**config.mk**
```make
export PLATFORM = sky130hd
export DESIGN_NAME = axil_master_seq
export DESIGN_NICKNAME = d
export VERILOG_FILES = /design/src/rtl/axil_master_seq.sv
export SDC_FILE = /design/constraint.sdc
export NUM_CORES = 1
export LEC_CHECK = 0
export ABC_AREA = 1
export CAP_MARGIN = 25
export CORE_MARGIN = 2
export CORE_UTILIZATION = 35
export CTS_BUF_LIST = sky130_fd_sc_hd__clkbuf_4 sky130_fd_sc_hd__clkbuf_8 sky130_fd_sc_hd__clkbuf_16
export DETAILED_ROUTE_END_ITERATION = 12
export PLACE_DENSITY = 0.76
export SLEW_MARGIN = 10
export SYNTH_ARGS = -nofsm -noshare
export SYNTH_HDL_FRONTEND = slang
export SYNTH_SLANG_ARGS = --single-unit
```
**constraint.sdc**
```tcl
create_clock -name axi_clk -period 6.1 [get_ports axi_clk]
set_input_delay 1.83 -clock axi_clk [delete_from_list [all_inputs] [get_ports axi_clk]]
set_output_delay 1.83 -clock axi_clk [all_outputs]
set_load 0.005 [all_outputs]
```
**src/rtl/axil_master_seq.sv**
```systemverilog
// rtl/axil_master_seq.sv - single-outstanding AXI4-Lite master sequencer with per-transaction timeout
module axil_master_seq #(
    parameter int TIMEOUT_CYCLES = 256
) (
    input  logic        axi_clk,
    input  logic        axi_rst,
    input  logic        cmd_valid,
    output logic        cmd_ready,
    input  logic        cmd_wr,
    input  logic [31:0] cmd_addr,
    input  logic [31:0] cmd_wdata,
    output logic        rsp_valid,
    input  logic        rsp_ready,
    output logic [31:0] rsp_rdata,
    output logic [1:0]  rsp_resp,
    output logic        rsp_timeout,
    output logic [31:0] m_awaddr,
    output logic [2:0]  m_awprot,
    output logic        m_awvalid,
    input  logic        m_awready,
    output logic [31:0] m_wdata,
    output logic [3:0]  m_wstrb,
    output logic        m_wvalid,
    input  logic        m_wready,
    input  logic [1:0]  m_bresp,
    input  logic        m_bvalid,
    output logic        m_bready,
    output logic [31:0] m_araddr,
    output logic [2:0]  m_arprot,
    output logic        m_arvalid,
    input  logic        m_arready,
    input  logic [31:0] m_rdata,
    input  logic [1:0]  m_rresp,
    input  logic        m_rvalid,
    output logic        m_rready,
    output logic [15:0] txn_count
);

    typedef enum logic [2:0] {IDLE, WR_REQ, WR_RESP, RD_REQ, RD_DATA, RSP} state_t;

    localparam logic [15:0] TMO_LAST = 16'(TIMEOUT_CYCLES - 1);

    state_t      state;
    state_t      state_next;
    logic [15:0] tmo_cnt;
    logic [31:0] addr_q;
    logic [31:0] wdata_q;
    logic        accept;
    logic        tmo_hit;
    logic        aw_done;
    logic        w_done;
    logic        busy;
    logic        ld_wr;
    logic        ld_rd;
    logic        ld_tmo;

    assign accept  = cmd_valid && cmd_ready;
    assign tmo_hit = (tmo_cnt == TMO_LAST);
    assign aw_done = !m_awvalid || m_awready;
    assign w_done  = !m_wvalid || m_wready;
    assign busy    = (state == WR_REQ) || (state == WR_RESP) ||
                     (state == RD_REQ) || (state == RD_DATA);

    assign m_awaddr = addr_q;
    assign m_araddr = addr_q;
    assign m_wdata  = wdata_q;
    assign m_awprot = 3'b000;
    assign m_arprot = 3'b000;
    assign m_wstrb  = 4'hF;

    // Completion handshakes are checked before the timeout so they win on the threshold cycle
    always_comb begin
        state_next = state;
        ld_wr      = 1'b0;
        ld_rd      = 1'b0;
        ld_tmo     = 1'b0;
        unique case (state)
            IDLE: begin
                if (accept) state_next = cmd_wr ? WR_REQ : RD_REQ;
            end
            WR_REQ: begin
                if (tmo_hit) begin
                    state_next = RSP;
                    ld_tmo     = 1'b1;
                end else if (aw_done && w_done) begin
                    state_next = WR_RESP;
                end
            end
            WR_RESP: begin
                if (m_bvalid && m_bready) begin
                    state_next = RSP;
                    ld_wr      = 1'b1;
                end else if (tmo_hit) begin
                    state_next = RSP;
                    ld_tmo     = 1'b1;
                end
            end
            RD_REQ: begin
                if (tmo_hit) begin
                    state_next = RSP;
                    ld_tmo     = 1'b1;
                end else if (m_arvalid && m_arready) begin
                    state_next = RD_DATA;
                end
            end
            RD_DATA: begin
                if (m_rvalid && m_rready) begin
                    state_next = RSP;
                    ld_rd      = 1'b1;
                end else if (tmo_hit) begin
                    state_next = RSP;
                    ld_tmo     = 1'b1;
                end
            end
            RSP: begin
                if (rsp_valid && rsp_ready) state_next = IDLE;
            end
            default: state_next = IDLE;
        endcase
    end

    always_ff @(posedge axi_clk or posedge axi_rst) begin
        if (axi_rst) state <= IDLE;
        else         state <= state_next;
    end

    // Handshake outputs are registered from the next state so none depends combinationally on an input
    always_ff @(posedge axi_clk or posedge axi_rst) begin
        if (axi_rst) begin
            cmd_ready   <= 1'b1;
            rsp_valid   <= 1'b0;
            rsp_rdata   <= '0;
            rsp_resp    <= '0;
            rsp_timeout <= 1'b0;
            m_awvalid   <= 1'b0;
            m_wvalid    <= 1'b0;
            m_bready    <= 1'b0;
            m_arvalid   <= 1'b0;
            m_rready    <= 1'b0;
            txn_count   <= '0;
            tmo_cnt     <= '0;
            addr_q      <= '0;
            wdata_q     <= '0;
        end else begin
            cmd_ready <= (state_next == IDLE);
            rsp_valid <= (state_next == RSP);
            m_awvalid <= (state_next == WR_REQ) && ((state == IDLE) || (m_awvalid && !m_awready));
            m_wvalid  <= (state_next == WR_REQ) && ((state == IDLE) || (m_wvalid && !m_wready));
            m_bready  <= (state_next == WR_RESP);
            m_arvalid <= (state_next == RD_REQ);
            m_rready  <= (state_next == RD_DATA);

            if (accept) begin
                addr_q  <= cmd_addr;
                wdata_q <= cmd_wdata;
                tmo_cnt <= '0;
            end else if (busy) begin
                tmo_cnt <= tmo_cnt + 16'd1;
            end

            if (ld_wr) begin
                rsp_rdata   <= '0;
                rsp_resp    <= m_bresp;
                rsp_timeout <= 1'b0;
            end else if (ld_rd) begin
                rsp_rdata   <= m_rdata;
                rsp_resp    <= m_rresp;
                rsp_timeout <= 1'b0;
            end else if (ld_tmo) begin
                rsp_rdata   <= '0;
                rsp_resp    <= 2'b10;
                rsp_timeout <= 1'b1;
            end

            if (ld_wr || ld_rd || ld_tmo) txn_count <= txn_count + 16'd1;
        end
    end

endmodule

```
==> results.json <==
{
  "core_area_um2": 18500,
  "arrival_ps": 4100,
  "worstPathCellList": "clkdlybuf4s50_1 > nand2_1 > nor2_4 > a21oi_2 > buf_4 > nand2_2 > o21ai_0 > o21ai_2",
  "final_cell_mix": "nand2_1, clkdlybuf4s50_1, dfrtp_1",
  "yosysTopAreaCellShare": 0.535,
  "port-buffer-count": 263,
  "drtAntennaViolNets": 0,
  "yosysUniqueCellTypes": 34,
  "rows": 50,
  "start_util": 0.354,
  "cts_buffers": 17,
  "fillers": 1699,
  "slowest_stage": "nor2_4",
  "clock_path_buffers": 2,
  "end_kind": "flip-flop",
  "status": "finished, final reports clean",
  "avgSynthCellArea_um2": 8.10,
  "cp_slowest_stage_delay_ps": 620,
  "grt_max_degree": 107,
  "setup_violations": 0,
  "h-tree-depth": 4,
  "fmax_mhz": 265,
  "synth_top_family_by_area": "simple AND/OR/NAND/NOR gates",
  "ys_seq_area_frac": 0.539,
  "cts.sinks": 141,
  "finalHoldViolCount": 0,
  "powerDensity_nw_per_um2": 443,
  "dp_hpwl_um": 12300,
  "die_area_um2": 19800,
  "regArea_um2": 3530,
  "min_path_type": "reg -> reg",
  "netlist_instances": 809,
  "yosys.area_share.simple": 0.310,
  "synth_top_cell_by_area": "dfrtp_1",
  "die_h_um": 141,
  "yosys_warnings": 0,
  "skew_ps": 12.6,
  "ys_seq_elements": 141,
  "first_pass_iters": 5,
  "final_common_cell": "nand2_1",
  "avgViaCountPerCell": 4.62,
  "layout.nets": 1146,
  "min_period_ps": 3770,
  "multi_input_area_um2": 2400,
  "area_growth_pct": 48.0,
  "drc": 0,
  "grt_use_total": 0.175,
  "insertion_delay_ps": 420,
  "synthXorXnorAreaFrac": 0.0120,
  "holdWs_ps": 478,
  "drt-total-wl_um": 17400,
  "post_drt_wl_per_cell_um": 13.5,
  "clk_pin_slew_worst_paths_ps": 60,
  "antenna_found_initial": 0,
  "rsz0062_at_grt": "no",
  "grt_first_pass_wirelength_um": 28000,
  "die_w_um": 141,
  "slew_violations": 0,
  "tightest_slew_ps": 799,
  "ir_drop_uv": 206,
  "cts_tree": "yes",
  "synth_fa_ha_area_frac": 0.00382,
  "synth_compound_area_frac": 0.0353,
  "utilization": 0.524,
  "worstSetupPathType": "in -> reg",
  "io_pins": 274,
  "worst-endpoint-required_ps": 6430,
  "layout_worst_path_cycle_share": 0.619,
  "leakagePower_nw": 4.66,
  "design_area_um2": 9700,
  "place_congestion": 0.836,
  "cts_setup_buffers": 0,
  "n_antenna_cell": 0,
  "syn_area_um2": 6550,
  "first_iter_violations": 288,
  "placed_area_um2": 9090,
  "cts-root-buf": "clkbuf_16",
  "grt_pass1_vias": 5596,
  "synth_area_leaders": "dfrtp_1, nand2_1, buf_4",
  "drive_gt1_frac": 0.0592,
  "grt.overflow.total": 0,
  "setup-tns-final_ps": 0,
  "maxCapViolCount": 0,
  "relSlewSlack": 0.467,
  "crit_fanout": 39,
  "holdBufCountCts": 0,
  "cp-start-kind": "input port",
  "ctsResizeCount": 0,
  "muxShareOfSynthArea": 0,
  "via_count": 5916
}
## where the power goes
group | internal, mW | total [mW] | switching, mW
Sequential | 1.30 | 1.58 | 0.279
Clock | 0.593 | 1.02 | 0.423
Combinational | 1.01 | 1.70 | 0.697
Total | 2.90 | 4.30 | 1.40
## metal layers
metal | vias to the layer above | track usage | wire length (um)
li1 | 2935 | - | -
met1 | 2732 | 0.225 | 7500
met2 | 230 | 0.280 | 8110
met3 | 19 | 0.0547 | 1510
met4 | 0 | 0.0584 | 238
met5 | - | 0 | 0
## per-stage QoR
| stage | setup WS, ps | total power, mW | std cells |
|---|---|---|---|
| 6_report | 2330 | 4.30 | 1281 |
| 5_1_grt | 2140 | 4.59 | 1281 |
| 4_1_cts | 2330 | 4.35 | 1280 |
| 3_5_place_dp | 1890 | 3.30 | 1248 |
| 3_3_place_gp | 1940 | 3.27 | 1248 |
| 2_1_floorplan | 490 | 2.30 | 817 |
## layout make-up
type | count | area share
Sequential cell | 141 | 0.364
Timing Repair Buffer | 269 | 0.278
Multi-Input combinational cell | 554 | 0.248
Clock buffer | 20 | 0.0468
Tap cell | 234 | 0.0302
Inverter | 51 | 0.0202
Clock inverter | 12 | 0.0130
## synth_stat cells (all sizes together)
| master | instances |
|---|---|
| a21oi | 13 |
| a31oi | 2 |
| buf | 54 |
| clkbuf | 17 |
| clkinv | 2 |
| conb | 2 |
| dfrtp | 140 |
| dfstp | 1 |
| ha | 2 |
| inv | 49 |
| nand2 | 360 |
| nand3 | 65 |
| nand3b | 2 |
| nand4 | 8 |
| nor2 | 41 |
| nor3 | 15 |
| nor4 | 3 |
| o211a | 1 |
| o21a | 1 |
| o21ai | 20 |
| o21bai | 1 |
| o22ai | 1 |
| xnor2 | 2 |
| xor2 | 7 |
## worst max-delay path: cells and delay by family
family | cells | cell delay [ps]
and+or+nand+nor | 3 | 1170
AOI/OAI and AO/OA | 3 | 330
buffers and inverters | 2 | 740
## sequential cells by signal, indices dropped and copies added (netlist names), 2 cells and up
register	count
tmo_cnt	16
m_wdata	32
state	3
rsp_rdata	32
m_araddr	32
txn_count	16
rsp_resp	2
## worst paths after layout
| path | start | endpoint | slack [ps] | cells after the start |
|---|---|---|---|---|
| min in group asynchronous | axi_rst | rsp_rdata[27] | 1790 | 2 |
| max in group asynchronous | axi_rst | m_wdata[11] | 3170 | 4 |
| min reg2reg | m_wdata[22] | m_wdata[22] | 480 | 2 |
| min | m_wdata[22] | m_wdata[22] | 480 | 2 |
| max reg2reg | state[1] | txn_count[5] | 3580 | 8 |
| max | m_rvalid | txn_count[5] | 2330 | 8 |
## cells by family after synthesis
logic type,Yosys count
AOI/OAI and AO/OA,39
xor gates and xnor gates,9
adders and majority gates,2
buffers and inverters,122
DFF,141
other,2
and+or+nand+nor,494
Note: power is estimated with default switching activity, not from simulation.
